--- config.mk ---
export PLATFORM = sky130hd
export DESIGN_NAME = l1_req_seq_flat
export DESIGN_NICKNAME = d
export VERILOG_FILES = /design/src/rtl/cache_pkg.sv /design/src/rtl/l1_req_seq_if.sv /design/src/rtl/l1_req_seq_ctrl.sv /design/src/rtl/l1_req_seq.sv /design/src/flat_wrapper.sv
export SDC_FILE = /design/constraint.sdc
export NUM_CORES = 1
export LEC_CHECK = 0
export ABC_CLOCK_PERIOD_IN_PS = 2100
export BUFFER_PORTS_ARGS = -buffer_cell sky130_fd_sc_hd__buf_2
export CAP_MARGIN = 15
export CORE_MARGIN = 10
export CORE_UTILIZATION = 30
export DETAILED_ROUTE_END_ITERATION = 16
export MAX_ROUTING_LAYER = met4
export PLACE_DENSITY = 0.59
export SKIP_CTS_REPAIR_TIMING = 1
export SLEW_MARGIN = 0
export SYNTH_ARGS = -nofsm -noshare
export SYNTH_HDL_FRONTEND = slang
export SYNTH_SLANG_ARGS = --single-unit
--- constraint.sdc ---
create_clock -name clk -period 2.1 [get_ports clk]
set_clock_uncertainty 0.05 [all_clocks]
set_input_delay 0.315 -clock clk [delete_from_list [all_inputs] [get_ports clk]]
set_output_delay 0.315 -clock clk [all_outputs]
set_load 0.03 [all_outputs]
--- src/rtl/cache_pkg.sv ---
// Shared encodings for the L1 request sequencer: sequencer states, request
// classification bit indices, block coherence states and snoop request /
// surrounding response codes.
package cache_pkg;

  typedef enum logic [2:0] {
    REQ_IDLE       = 3'd0,
    REQ_LOOKUP     = 3'd1,
    REQ_SDREQ      = 3'd2,
    REQ_WAIT_SURSP = 3'd3,
    REQ_RSP_CURSP  = 3'd4
  } req_st_e;

  // bit positions inside the one-hot req_status vector
  localparam int READ_HIT   = 0;
  localparam int WRITE_HIT  = 1;
  localparam int READ_MISS  = 2;
  localparam int WRITE_MISS = 3;

  // block coherence states
  localparam logic [2:0] INVALID   = 3'd0;
  localparam logic [2:0] SHARED    = 3'd1;
  localparam logic [2:0] EXCLUSIVE = 3'd2;
  localparam logic [2:0] MODIFIED  = 3'd3;

  // downstream snoop request opcodes
  localparam logic [2:0] SDREQ_NONE = 3'd0;
  localparam logic [2:0] SDREQ_RD   = 3'd1;
  localparam logic [2:0] SDREQ_RFO  = 3'd2;
  localparam logic [2:0] SDREQ_INV  = 3'd3;

  // surrounding response codes
  localparam logic [2:0] SURSP_NONE  = 3'd0;
  localparam logic [2:0] SURSP_FETCH = 3'd1;
  localparam logic [2:0] SURSP_SNOOP = 3'd2;
  localparam logic [2:0] SURSP_ACK   = 3'd3;

endpackage

--- src/rtl/l1_req_seq_if.sv ---
// Bus bundle around the L1 request sequencer.
//   CPU request/response : cdreq_* (in), cursp_* (out)
//   tag/state array      : tag_rd_* (out), tag_hit/tag_st (in), blk_* (out)
//   snoop side           : sdreq_* (out), sursp_* (in)
//   status observation   : req_status, req_curSt, blk_curSt, sursp_rsp (out)
// master = environment (CPU, array, interconnect); slave = l1_req_seq.
interface l1_req_seq_if #(
  parameter int ADDR_W = 32
);
  logic              cdreq_valid;
  logic              cdreq_ready;
  logic              cdreq_wr;
  logic [ADDR_W-1:0] cdreq_addr;

  logic              tag_rd_en;
  logic [ADDR_W-1:0] tag_rd_addr;
  logic              tag_hit;
  logic [2:0]        tag_st;

  logic              blk_we;
  logic [ADDR_W-1:0] blk_wr_addr;
  logic [2:0]        blk_wr_st;

  logic              sdreq_valid;
  logic              sdreq_ready;
  logic [2:0]        sdreq_op;
  logic [ADDR_W-1:0] sdreq_addr;

  logic              sursp_valid;
  logic [2:0]        sursp_rsp_in;

  logic              cursp_valid;
  logic              cursp_ready;
  logic              cursp_err;

  logic [3:0]        req_status;
  logic [2:0]        req_curSt;
  logic [2:0]        blk_curSt;
  logic [2:0]        sursp_rsp;

  modport master (
    output cdreq_valid, cdreq_wr, cdreq_addr, tag_hit, tag_st,
           sdreq_ready, sursp_valid, sursp_rsp_in, cursp_ready,
    input  cdreq_ready, tag_rd_en, tag_rd_addr, blk_we, blk_wr_addr, blk_wr_st,
           sdreq_valid, sdreq_op, sdreq_addr, cursp_valid, cursp_err,
           req_status, req_curSt, blk_curSt, sursp_rsp
  );

  modport slave (
    input  cdreq_valid, cdreq_wr, cdreq_addr, tag_hit, tag_st,
           sdreq_ready, sursp_valid, sursp_rsp_in, cursp_ready,
    output cdreq_ready, tag_rd_en, tag_rd_addr, blk_we, blk_wr_addr, blk_wr_st,
           sdreq_valid, sdreq_op, sdreq_addr, cursp_valid, cursp_err,
           req_status, req_curSt, blk_curSt, sursp_rsp
  );
endinterface

--- src/rtl/l1_req_seq_ctrl.sv ---
// Coherence decision table for the request sequencer (purely combinational).
//   in : req_status (one-hot class), req_curSt, blk_curSt, sursp_rsp
//   out: init_sdreq (snoop opcode while in SDREQ),
//        blk_nxtSt  (state to commit while in RSP_CURSP)
module fsm_l1_req_ctrl
  import cache_pkg::*;
(
  input  logic [3:0] req_status,
  input  logic [2:0] req_curSt,
  input  logic [2:0] blk_curSt,
  input  logic [2:0] sursp_rsp,
  output logic [2:0] blk_nxtSt,
  output logic [2:0] init_sdreq
);

  always_comb begin
    init_sdreq = SDREQ_NONE;
    blk_nxtSt  = blk_curSt;

    if (req_curSt == REQ_SDREQ) begin
      if (req_status[READ_MISS])       init_sdreq = SDREQ_RD;
      else if (req_status[WRITE_MISS]) init_sdreq = SDREQ_RFO;
      else if (req_status[WRITE_HIT])  init_sdreq = SDREQ_INV;
    end

    // read hits keep their current state
    if (req_curSt == REQ_RSP_CURSP) begin
      if (req_status[WRITE_HIT] || req_status[WRITE_MISS]) begin
        blk_nxtSt = MODIFIED;
      end else if (req_status[READ_MISS]) begin
        // another cache holding the line forces SHARED, otherwise we own it
        blk_nxtSt = (sursp_rsp == SURSP_SNOOP) ? SHARED : EXCLUSIVE;
      end
    end
  end

endmodule

--- src/rtl/l1_req_seq.sv ---
// CPU-side request sequencer for one L1 cache: accept, tag lookup, optional
// snoop with response timeout, state commit and CPU response.
//   clk, rst_n : clock and async active-low reset
//   bus        : l1_req_seq_if.slave (CPU, tag array, snoop and status signals)
//
// state          | meaning
// REQ_IDLE       | ready for a CPU request
// REQ_LOOKUP     | tag read issued (1st cycle), classify on returned data (2nd)
// REQ_SDREQ      | snoop request held on sdreq_* until accepted
// REQ_WAIT_SURSP | waiting for surrounding response, timer running
// REQ_RSP_CURSP  | CPU response held until accepted, state write on handshake
module l1_req_seq
  import cache_pkg::*;
#(
  parameter int ADDR_W = 32,
  parameter int TO_CYC = 64
) (
  input logic         clk,
  input logic         rst_n,
  l1_req_seq_if.slave bus
);

  localparam int              TMR_W    = (TO_CYC > 1) ? $clog2(TO_CYC) : 1;
  localparam logic [TMR_W-1:0] TMR_LAST = TMR_W'(TO_CYC - 1);

  req_st_e           state_q, state_d;
  logic              wr_q, wr_d;
  logic [ADDR_W-1:0] addr_q, addr_d;
  logic              tag_rd_q, tag_rd_d;
  logic [3:0]        status_q, status_d;
  logic [2:0]        blk_cur_q, blk_cur_d;
  logic [2:0]        sursp_q, sursp_d;
  logic [2:0]        wr_st_q, wr_st_d;
  logic              blk_we_q, blk_we_d;
  logic              err_q, err_d;
  logic [TMR_W-1:0]  tmr_q, tmr_d;

  logic              hit;
  logic [2:0]        blk_nxt;
  logic [2:0]        init_sd;

  fsm_l1_req_ctrl u_ctrl (
    .req_status (status_q),
    .req_curSt  (state_q),
    .blk_curSt  (blk_cur_q),
    .sursp_rsp  (sursp_q),
    .blk_nxtSt  (blk_nxt),
    .init_sdreq (init_sd)
  );

  always_comb begin
    state_d   = state_q;
    wr_d      = wr_q;
    addr_d    = addr_q;
    tag_rd_d  = 1'b0;
    status_d  = status_q;
    blk_cur_d = blk_cur_q;
    sursp_d   = sursp_q;
    wr_st_d   = wr_st_q;
    blk_we_d  = 1'b0;
    err_d     = err_q;
    tmr_d     = tmr_q;
    hit       = bus.tag_hit && (bus.tag_st != INVALID);

    case (state_q)
      REQ_IDLE: begin
        if (bus.cdreq_valid) begin
          wr_d     = bus.cdreq_wr;
          addr_d   = bus.cdreq_addr;
          tag_rd_d = 1'b1;
          state_d  = REQ_LOOKUP;
        end
      end

      REQ_LOOKUP: begin
        // array data is only valid in the cycle after the read strobe
        if (!tag_rd_q) begin
          blk_cur_d = hit ? bus.tag_st : INVALID;
          status_d  = '0;
          case ({wr_q, hit})
            2'b01:   status_d[READ_HIT]   = 1'b1;
            2'b11:   status_d[WRITE_HIT]  = 1'b1;
            2'b00:   status_d[READ_MISS]  = 1'b1;
            default: status_d[WRITE_MISS] = 1'b1;
          endcase
          if (hit && (!wr_q || bus.tag_st == EXCLUSIVE || bus.tag_st == MODIFIED)) begin
            state_d = REQ_RSP_CURSP;
          end else begin
            state_d = REQ_SDREQ;
          end
        end
      end

      REQ_SDREQ: begin
        if (bus.sdreq_ready) begin
          tmr_d   = '0;
          state_d = REQ_WAIT_SURSP;
        end
      end

      REQ_WAIT_SURSP: begin
        if (tmr_q != TMR_LAST) tmr_d = tmr_q + 1'b1;
        // a response arriving on the expiry cycle still counts
        if (bus.sursp_valid) begin
          sursp_d = bus.sursp_rsp_in;
          state_d = REQ_RSP_CURSP;
        end else if (tmr_q == TMR_LAST) begin
          err_d   = 1'b1;
          sursp_d = SURSP_NONE;
          state_d = REQ_RSP_CURSP;
        end
      end

      REQ_RSP_CURSP: begin
        if (bus.cursp_ready) begin
          blk_we_d = !err_q;
          wr_st_d  = blk_nxt;
          status_d = '0;
          err_d    = 1'b0;
          sursp_d  = SURSP_NONE;
          state_d  = REQ_IDLE;
        end
      end

      default: state_d = REQ_IDLE;
    endcase
  end

  always_ff @(posedge clk or negedge rst_n) begin
    if (!rst_n) begin
      state_q   <= REQ_IDLE;
      wr_q      <= 1'b0;
      addr_q    <= '0;
      tag_rd_q  <= 1'b0;
      status_q  <= '0;
      blk_cur_q <= INVALID;
      sursp_q   <= SURSP_NONE;
      wr_st_q   <= INVALID;
      blk_we_q  <= 1'b0;
      err_q     <= 1'b0;
      tmr_q     <= '0;
    end else begin
      state_q   <= state_d;
      wr_q      <= wr_d;
      addr_q    <= addr_d;
      tag_rd_q  <= tag_rd_d;
      status_q  <= status_d;
      blk_cur_q <= blk_cur_d;
      sursp_q   <= sursp_d;
      wr_st_q   <= wr_st_d;
      blk_we_q  <= blk_we_d;
      err_q     <= err_d;
      tmr_q     <= tmr_d;
    end
  end

  // The state write is registered, so it appears in the cycle after the
  // cursp handshake; addr_q is still the committed address in that cycle.
  assign bus.cdreq_ready = (state_q == REQ_IDLE);
  assign bus.tag_rd_en   = tag_rd_q;
  assign bus.tag_rd_addr = addr_q;
  assign bus.blk_we      = blk_we_q;
  assign bus.blk_wr_addr = addr_q;
  assign bus.blk_wr_st   = wr_st_q;
  assign bus.sdreq_valid = (state_q == REQ_SDREQ);
  assign bus.sdreq_op    = init_sd;
  assign bus.sdreq_addr  = addr_q;
  assign bus.cursp_valid = (state_q == REQ_RSP_CURSP);
  assign bus.cursp_err   = err_q;
  assign bus.req_status  = status_q;
  assign bus.req_curSt   = state_q;
  assign bus.blk_curSt   = blk_cur_q;
  assign bus.sursp_rsp   = sursp_q;

endmodule

--- src/flat_wrapper.sv ---
// flat-port wrapper written by rule: the top's interface ports become plain ports
module l1_req_seq_flat import cache_pkg::*;
#(
  parameter int ADDR_W = 32,
  parameter int TO_CYC = 64
)
  (clk, rst_n, bus_cdreq_valid, bus_cdreq_wr, bus_cdreq_addr, bus_tag_hit, bus_tag_st, bus_sdreq_ready, bus_sursp_valid, bus_sursp_rsp_in, bus_cursp_ready, bus_cdreq_ready, bus_tag_rd_en, bus_tag_rd_addr, bus_blk_we, bus_blk_wr_addr, bus_blk_wr_st, bus_sdreq_valid, bus_sdreq_op, bus_sdreq_addr, bus_cursp_valid, bus_cursp_err, bus_req_status, bus_req_curSt, bus_blk_curSt, bus_sursp_rsp);
  l1_req_seq_if #(.ADDR_W(ADDR_W)) bus_i ();
  input logic clk;
  input logic rst_n;
  input wire logic [$bits(bus_i.cdreq_valid)-1:0] bus_cdreq_valid;
  input wire logic [$bits(bus_i.cdreq_wr)-1:0] bus_cdreq_wr;
  input wire logic [$bits(bus_i.cdreq_addr)-1:0] bus_cdreq_addr;
  input wire logic [$bits(bus_i.tag_hit)-1:0] bus_tag_hit;
  input wire logic [$bits(bus_i.tag_st)-1:0] bus_tag_st;
  input wire logic [$bits(bus_i.sdreq_ready)-1:0] bus_sdreq_ready;
  input wire logic [$bits(bus_i.sursp_valid)-1:0] bus_sursp_valid;
  input wire logic [$bits(bus_i.sursp_rsp_in)-1:0] bus_sursp_rsp_in;
  input wire logic [$bits(bus_i.cursp_ready)-1:0] bus_cursp_ready;
  output wire logic [$bits(bus_i.cdreq_ready)-1:0] bus_cdreq_ready;
  output wire logic [$bits(bus_i.tag_rd_en)-1:0] bus_tag_rd_en;
  output wire logic [$bits(bus_i.tag_rd_addr)-1:0] bus_tag_rd_addr;
  output wire logic [$bits(bus_i.blk_we)-1:0] bus_blk_we;
  output wire logic [$bits(bus_i.blk_wr_addr)-1:0] bus_blk_wr_addr;
  output wire logic [$bits(bus_i.blk_wr_st)-1:0] bus_blk_wr_st;
  output wire logic [$bits(bus_i.sdreq_valid)-1:0] bus_sdreq_valid;
  output wire logic [$bits(bus_i.sdreq_op)-1:0] bus_sdreq_op;
  output wire logic [$bits(bus_i.sdreq_addr)-1:0] bus_sdreq_addr;
  output wire logic [$bits(bus_i.cursp_valid)-1:0] bus_cursp_valid;
  output wire logic [$bits(bus_i.cursp_err)-1:0] bus_cursp_err;
  output wire logic [$bits(bus_i.req_status)-1:0] bus_req_status;
  output wire logic [$bits(bus_i.req_curSt)-1:0] bus_req_curSt;
  output wire logic [$bits(bus_i.blk_curSt)-1:0] bus_blk_curSt;
  output wire logic [$bits(bus_i.sursp_rsp)-1:0] bus_sursp_rsp;
  assign bus_i.cdreq_valid = bus_cdreq_valid;
  assign bus_i.cdreq_wr = bus_cdreq_wr;
  assign bus_i.cdreq_addr = bus_cdreq_addr;
  assign bus_i.tag_hit = bus_tag_hit;
  assign bus_i.tag_st = bus_tag_st;
  assign bus_i.sdreq_ready = bus_sdreq_ready;
  assign bus_i.sursp_valid = bus_sursp_valid;
  assign bus_i.sursp_rsp_in = bus_sursp_rsp_in;
  assign bus_i.cursp_ready = bus_cursp_ready;
  assign bus_cdreq_ready = bus_i.cdreq_ready;
  assign bus_tag_rd_en = bus_i.tag_rd_en;
  assign bus_tag_rd_addr = bus_i.tag_rd_addr;
  assign bus_blk_we = bus_i.blk_we;
  assign bus_blk_wr_addr = bus_i.blk_wr_addr;
  assign bus_blk_wr_st = bus_i.blk_wr_st;
  assign bus_sdreq_valid = bus_i.sdreq_valid;
  assign bus_sdreq_op = bus_i.sdreq_op;
  assign bus_sdreq_addr = bus_i.sdreq_addr;
  assign bus_cursp_valid = bus_i.cursp_valid;
  assign bus_cursp_err = bus_i.cursp_err;
  assign bus_req_status = bus_i.req_status;
  assign bus_req_curSt = bus_i.req_curSt;
  assign bus_blk_curSt = bus_i.blk_curSt;
  assign bus_sursp_rsp = bus_i.sursp_rsp;
  l1_req_seq #(.ADDR_W(ADDR_W), .TO_CYC(TO_CYC)) u_core (.clk(clk), .rst_n(rst_n), .bus(bus_i));
endmodule
==> flow_summary.ini, run 1 <==
[cells_and_area]
syn_to_final_growth_pct = 24.1
final_common_cell = buf_2
mostFrequentLayoutCells = 164 x buf_2, 58 x dfrtp_1, 33 x mux2_2
layout.nets = 433
drive_gt1_frac = 0.584
diodes = 0

[floorplanning]
die_width_um = 121
dieArea_um2 = 14600
row_count = 36
initial_core_util = 0.310
core_um2 = 9860
io_pins = 167
die_height_um = 121

[synth]
synth_area_leaders = dfrtp_1 47%, buf_4 16%, mux2_2 12%
ys_seq_area_frac = 0.474
syn_inst = 277
synth_edf_count = 0
ys_warn_count = 0
ys.flop_type = dfrtp_1
avgSynthCellArea_um2 = 11.1
ys_async_sr_fraction = 1.00
synth.distinct_cells = 45
synth_area_um2 = 3060
synthesis.nets = 324
synth.ff_latch_count = 58
synth_top_area_share = 0.474
yosysTopAreaCell = dfrtp_1

[critical_path]
crit_end = bus_sdreq_op[0]
timing.rr.end = u_core.bus.req_status[3]$_DFFE_PN0P_
start_kind = flip-flop
critPathRequiredTime_ns = 1.74
worstSetupPathType = flip-flop to output port
rr_worst_depth = 3
endpoint_kind = output port
cp.arrival_ns = 1.65
r2r_start = u_core.bus.req_curSt[1]$_DFFE_PN0P_
reg2reg_slack_ns = 0.31
crit_path_max_fanout = 14
setup.worst_path.start = u_core.bus.req_curSt[2]$_DFFE_PN0P_

[grt]
grt_pass1_vias = 2474
grt_overflow_total = 0
grt_pass1_wl_um = 13200
grt_usage = 0.115
grt_start_max_net_pins = 35
antenna_found_initial = 0

[detailed_routing]
drtAntennaViolNets = 0
first_pass_iters = 4
drt-initial-drc-count = 160
routed_wirelength_um = 8460
wl_per_cell_um = 16.2
vias = 2401
drcViolationCount = 0
viasPerCell = 4.60

[timing]
drv_slew = 0
final_hold_viol_count = 0
fin_setup_tns_ns = 0
max_freq_ghz = 0.497
slew_headroom = 0.644
setup_viol = 0
period_minus_slack_ns = 2.01
rsz0062_at_grt = false
period_share = 0.959
tightestPinTransition_ns = 0.529

[clocking]
clockRootBuffer = clkbuf_8
numCtsBuffers = 9
clock_latency_ns = 0.33
tritoncts = done
cts.sinks = 58
clock_path_buffers = 2
clk_pin_slew_worst_paths_ns = 0.07
cts_htree_levels = 3

[place]
gp_congestion = 0.784
io_buffers = 165
hpwl_um = 6630

[hold_path]
min_path_type = primary input to flip-flop

[outcome]
run_status = completed

[run]
drv_cap = 0
logic make-up (layout without fill, tap and decap cells):
kind of cell / Yosys count / in the layout / share of synthesized area
adders and majority gates: 1 / 1 / 0.00409
and+or+nand+nor: 54 / 54 / 0.106
other: 1 / 1 / 0.00122
muxes: 34 / 34 / 0.125
buffers and inverters: 84 / 196 / 0.192
AOI/OAI and AO/OA: 45 / 45 / 0.0973
DFF: 58 / 58 / 0.474
metal layers:
metal	GRT usage	wire (um)	share of wire
met4	0.0362	59	0.0070
met2	0.188	4190	0.49
met1	0.116	3200	0.38
met5	-	0	0
met3	0.0596	1020	0.12
registers in the layout, indices dropped and copies added, names as in the netlist:
| name | cells |
|---|---|
| u_core.bus.blk_we | 1 |
| u_core.wr_q | 1 |
| u_core.bus.cursp_err | 1 |
| u_core.bus.tag_rd_en | 1 |
| u_core.bus.blk_wr_st | 3 |
| u_core.tmr_q | 6 |
| u_core.bus.blk_curSt | 3 |
| u_core.bus.blk_wr_addr | 32 |
| u_core.bus.sursp_rsp | 3 |
| u_core.bus.req_status | 4 |
| u_core.bus.req_curSt | 3 |
synthesized netlist by cell type (3+ instances only):
library cell / instances
buf_6: 3
o21ai_0: 15
buf_4: 66
mux2_2: 33
nand3b_1: 3
buf_2: 3
inv_1: 8
a32oi_1: 3
a21oi_1: 9
nand3_1: 7
nor2_1: 6
nand2_1: 12
nor2b_1: 3
clkbuf_1: 3
nor3_1: 4
dfrtp_1: 58
nor4_1: 3
nor4b_1: 3
worst min-delay path by stage:
stage | from | endpoint | slack [ns] | depth (start not counted)
2_1_floorplan | rst_n | u_core.bus.blk_curSt[0]$_DFFE_PN0P_ | -0.03 | 0
3_3_place_gp | rst_n | u_core.tmr_q[0]$_DFFE_PN0P_ | 0.28 | 1
3_5_place_dp | rst_n | u_core.tmr_q[0]$_DFFE_PN0P_ | 0.28 | 1
4_1_cts | rst_n | u_core.bus.blk_wr_addr[21]$_DFFE_PN0P_ | -0.09 | 1
5_1_grt | bus_cdreq_addr[20] | u_core.bus.blk_wr_addr[20]$_DFFE_PN0P_ | 0.14 | 2
6_report | bus_sursp_rsp_in[1] | u_core.bus.sursp_rsp[1]$_DFFE_PN0P_ | 0.16 | 3
layout make-up:
class / instances / area, um^2
Multi-Input combinational cell: 135 / 1050
Fill cell: 962 / 6060
Tap cell: 133 / 166
Timing Repair Buffer: 174 / 911
Clock buffer: 11 / 151
Inverter: 8 / 30.0
Sequential cell: 58 / 1450
Clock inverter: 3 / 40.0
critical path: stages (launching register included):
cell and delay [ns]:
dfrtp_1 0.39, buf_4 0.19, nand2b_2 0.26, nor3_1 0.24, buf_2 0.24
per-stage QoR:
| step | area, um^2 | util | worst slack (ns) | hold WS (ns) | instances |
|---|---|---|---|---|---|
| 2_1_floorplan | 3080 | - | 0.00177 | -0.0306 | 277 |
| 3_3_place_gp | 3580 | 0.363 | 0.346 | 0.277 | 507 |
| 3_5_place_dp | 3580 | 0.363 | 0.315 | 0.281 | 507 |
| 4_1_cts | 3780 | 0.383 | 0.00225 | -0.0907 | 521 |
| 5_1_grt | 3800 | 0.385 | 0.00422 | 0.139 | 522 |
| 6_report | 3800 | 0.385 | 0.0868 | 0.156 | 522 |
Power of run 1 is left out: the tool's default activity adds up to more than one toggle a clock period on the data nets, which glitch-free logic cannot reach.
==> run 2: changes to the inputs <==
Settings changed: SETUP_SLACK_MARGIN set to 0.4.
==> run 2 against run 1 <==
  * Via count grew 3.2%
  * Cell area grew 11%
  * Sequential share of layout area shrank 3.8 points
  * Maximum frequency grew 14%
  * First-iteration DRC count shrank 51%
  * Utilization grew 4.4 points
  * Cell count grew 2.9%
  * Die area is the same
  * Count of clock-buffer cells in the layout grew 1
  * Critical path type unchanged
  * Largest cell class unchanged
  * Highest routed layer unchanged
==> flow_summary.ini, run 2 (synthesized netlist as in run 1, its figures left out) <==
[grt]
grt_pass1_vias = 2515
antenna_found_initial = 0
grt_pass1_wl_um = 13800
grt_overflow_total = 0
grt_start_max_net_pins = 59
grt_usage = 0.119

[timing]
drv_slew = 0
rsz0062_at_grt = true
max_freq_ghz = 0.565
fin_setup_tns_ns = 0
period_minus_slack_ns = 1.77
tightestPinTransition_ns = 0.511
period_share = 0.843
setup_viol = 0
slew_headroom = 0.657
final_hold_viol_count = 0

[clocking]
tritoncts = done
cts_htree_levels = 3
clk_pin_slew_worst_paths_ns = 0.07
cts.sinks = 58
clock_path_buffers = 2
clockRootBuffer = clkbuf_8
clock_latency_ns = 0.32
numCtsBuffers = 9

[detailed_routing]
routed_wirelength_um = 9200
first_pass_iters = 4
vias = 2478
drtAntennaViolNets = 0
drt-initial-drc-count = 79
drcViolationCount = 0
wl_per_cell_um = 17.1
viasPerCell = 4.61

[hold_path]
min_path_type = primary input to flip-flop

[place]
gp_congestion = 0.808
io_buffers = 165
hpwl_um = 6690

[run]
drv_cap = 0

[floorplanning]
core_um2 = 9860
dieArea_um2 = 14600
row_count = 36
io_pins = 167
initial_core_util = 0.310
die_height_um = 121
die_width_um = 121

[critical_path]
critPathBufInv = 2
crit_chain = buf_4 > nor3b_4 > buf_4
cp_slowest_cell = dfrtp_2
critPathMostFrequentCell = buf_4
critPathMaxStageDelay_ns = 0.47
critPathRequiredTime_ns = 1.74
crit_path_max_fanout = 8
endpoint_kind = output port
cp_top_family = flip-flops
worstSetupPathType = flip-flop to output port
cp.arrival_ns = 1.40
start_kind = flip-flop

[outcome]
run_status = completed

[cells_and_area]
drive_gt1_frac = 0.619
largest_reg_flops = 32
diodes = 0
layout.nets = 446
final_common_cell = buf_2
syn_to_final_growth_pct = 38.3
mostFrequentLayoutCells = 160 x buf_2, 55 x dfrtp_1, 32 x mux2_4
## run 2: final timing paths
path | cells after the start | to | slack (ns) | from
max | 3 | bus_cursp_valid | 0.33 | u_core.bus.req_curSt[0]$_DFFE_PN0P_
min | 3 | u_core.bus.sursp_rsp[1]$_DFFE_PN0P_ | 0.16 | bus_sursp_rsp_in[1]
max reg2reg | 5 | u_core.bus.blk_wr_addr[22]$_DFFE_PN0P_ | 0.34 | u_core.bus.req_curSt[1]$_DFFE_PN0P_
min reg2reg | 1 | u_core.bus.blk_we$_DFF_PN0_ | 0.43 | u_core.bus.cursp_err$_DFFE_PN0P_
max in group asynchronous | 3 | u_core.bus.blk_wr_addr[17]$_DFFE_PN0P_ | 1.24 | rst_n
min in group asynchronous | 3 | u_core.bus.blk_wr_addr[22]$_DFFE_PN0P_ | 0.47 | rst_n
## run 2: layout make-up
| type | instances | area [um^2] |
|---|---|---|
| flip-flops and latches | 58 | 1460 |
| clock buffers | 12 | 165 |
| repair buffers | 187 | 1130 |
| inverters | 8 | 30.0 |
| well taps | 133 | 166 |
| multi-input cells | 135 | 1220 |
| clock inverters | 4 | 72.6 |
| fillers | 931 | 5630 |
## run 2: worst reg2reg max path, stage by stage, from the launching register on
cell and delay, ns:
dfrtp_2 0.44, buf_8 0.14, nor3_4 0.23, and2_4 0.30, clkbuf_16 0.20, mux2_4 0.30
## run 2: metrics by stage
step	hold WS, ns	instance area (um^2)	utilization	std cells	setup slack (ns)
2_1_floorplan	-0.0306	3260	-	277	0.213
3_3_place_gp	0.301	3740	0.379	505	0.319
3_5_place_dp	0.300	3740	0.379	505	0.282
4_1_cts	-0.0737	3970	0.403	521	0.0230
5_1_grt	0.134	4230	0.429	537	0.263
6_report	0.159	4230	0.429	537	0.330
## run 2: layer usage
layer  share of wire  wire length [um]  GRT usage
met5               0                 0          -
met4          0.0083                76     0.0362
met3           0.090               830     0.0465
met2            0.46              4260      0.175
met1            0.44              4030      0.146
Power of run 2 is left out for the same reason.
==> run 3: changes to the inputs <==
Settings changed: ABC_CLOCK_PERIOD_IN_PS 2100 to 1800.
Clock period 2.1 ns to 1.8 ns, I/O delays scaled along.
==> run 3 against run 2 <==
  * Worst hold slack got worse by 0.058 ns
  * Cell area rose by 7.0%
  * Register-to-register slack got worse by 0.29 ns
  * Highest routed layer unchanged
==> flow_summary.ini, run 3 (synthesized netlist as in run 1, its figures left out) <==
[clocking]
cts.sinks = 58
clock_latency_ns = 0.34
numCtsBuffers = 9
tritoncts = done
clk_pin_slew_worst_paths_ns = 0.08
cts_htree_levels = 3
clockRootBuffer = clkbuf_8
clock_path_buffers = 2

[floorplanning]
io_pins = 167
initial_core_util = 0.310
row_count = 36
die_width_um = 121
core_um2 = 9860
die_height_um = 121
dieArea_um2 = 14600

[critical_path]
r2r_start = u_core.bus.req_curSt[2]$_DFFE_PN0P_
rr_worst_depth = 5
cp.arrival_ns = 1.96
crit_path_max_fanout = 6
endpoint_kind = flip-flop
reg2reg_slack_ns = 0.05
start_kind = flip-flop
timing.rr.end = u_core.bus.req_curSt[2]$_DFFE_PN0P_
critPathRequiredTime_ns = 2.01
worstSetupPathType = flip-flop to flip-flop

[grt]
grt_start_max_net_pins = 59
grt_pass1_wl_um = 13100
grt_pass1_vias = 2525
antenna_found_initial = 0
grt_usage = 0.112
grt_overflow_total = 0

[detailed_routing]
vias = 2548
routed_wirelength_um = 9530
drtAntennaViolNets = 0
wl_per_cell_um = 17.2
viasPerCell = 4.61
drt-initial-drc-count = 73
drcViolationCount = 0
first_pass_iters = 4

[cells_and_area]
drive_gt1_frac = 0.707
syn_to_final_growth_pct = 48.0
mostFrequentLayoutCells = 157 x buf_2, 51 x dfrtp_1, 26 x mux2_2
final_common_cell = buf_2
final_cell_area_um2 = 4530
layout.nets = 462
instances_no_fill = 553
diodes = 0
n_fill_cell = 923
largest_reg_flops = 32

[place]
placed_area_um2 = 3690
gp_congestion = 0.779
dp.cells = 510
io_buffers = 165
place_worst_setup_slack_ns = 0.0633
hpwl_um = 6550

[timing]
period_share = 0.972
tightestPinTransition_ns = 0.686
setup_viol = 0
max_freq_ghz = 0.572
fin_setup_tns_ns = 0
rsz0062_at_grt = true
period_minus_slack_ns = 1.75
slew_headroom = 0.539
drv_slew = 0
final_hold_viol_count = 0
finalWorstSetupSlack_ns = 0.0503

[hold_path]
holdPathEnd = u_core.bus.blk_wr_addr[11]$_DFFE_PN0P_
hold_depth = 2
hold_path.startpoint = bus_cdreq_addr[11]
min_path_type = primary input to flip-flop

[outcome]
run_status = completed

[run]
drv_cap = 0
[run 3: layout make-up]
class	count	area, um^2	area share
sequential	58	1460	0.322
inverter	8	30.0	0.00663
clock inverter	7	103	0.0226
multi-input combinational	135	1300	0.287
clock buffer	9	124	0.0273
timing repair buffer	203	1350	0.297
tap	133	166	0.0367
[run 3: how the worst max path moves through the flow]
stage	cells after the start	slack, ns	endpoint	from
finish	5	0.05	u_core.bus.req_curSt[2]$_DFFE_PN0P_	u_core.bus.req_curSt[2]$_DFFE_PN0P_
global route	5	-0.006	u_core.bus.req_curSt[2]$_DFFE_PN0P_	u_core.bus.req_curSt[2]$_DFFE_PN0P_
CTS	3	-0.06	bus_sdreq_op[1]	u_core.bus.req_curSt[0]$_DFFE_PN0P_
detailed placement	3	0.06	u_core.bus.req_status[3]$_DFFE_PN0P_	u_core.bus.req_curSt[2]$_DFFE_PN0P_
global placement	4	0.11	u_core.bus.req_status[1]$_DFFE_PN0P_	u_core.bus.req_curSt[2]$_DFFE_PN0P_
floorplan	5	-0.04	u_core.bus.blk_wr_addr[0]$_DFFE_PN0P_	u_core.bus.req_curSt[2]$_DFFE_PN0P_
[run 3: routing by layer]
layer	GRT usage	vias up	share of wire
li1	-	1195	-
met1	0.132	1229	0.44
met2	0.167	111	0.46
met3	0.0577	13	0.10
met4	0.0226	0	0.0073
met5	-	-	0
[run 3: critical path, stage by stage, from the launching register on]
cell,delay [ns]
dfrtp_2,0.42
buf_4,0.18
or4b_4,0.62
buf_6,0.16
buf_4,0.13
o221ai_2,0.11
[run 3: metrics by stage]
stage                util  hold slack [ns]
floorplan               -          -0.0756
detailed placement  0.374            0.252
CTS                 0.397           -0.124
finish              0.459            0.101
global route        0.459           0.0824
global placement    0.374            0.250
Power of run 3 is left out for the same reason.
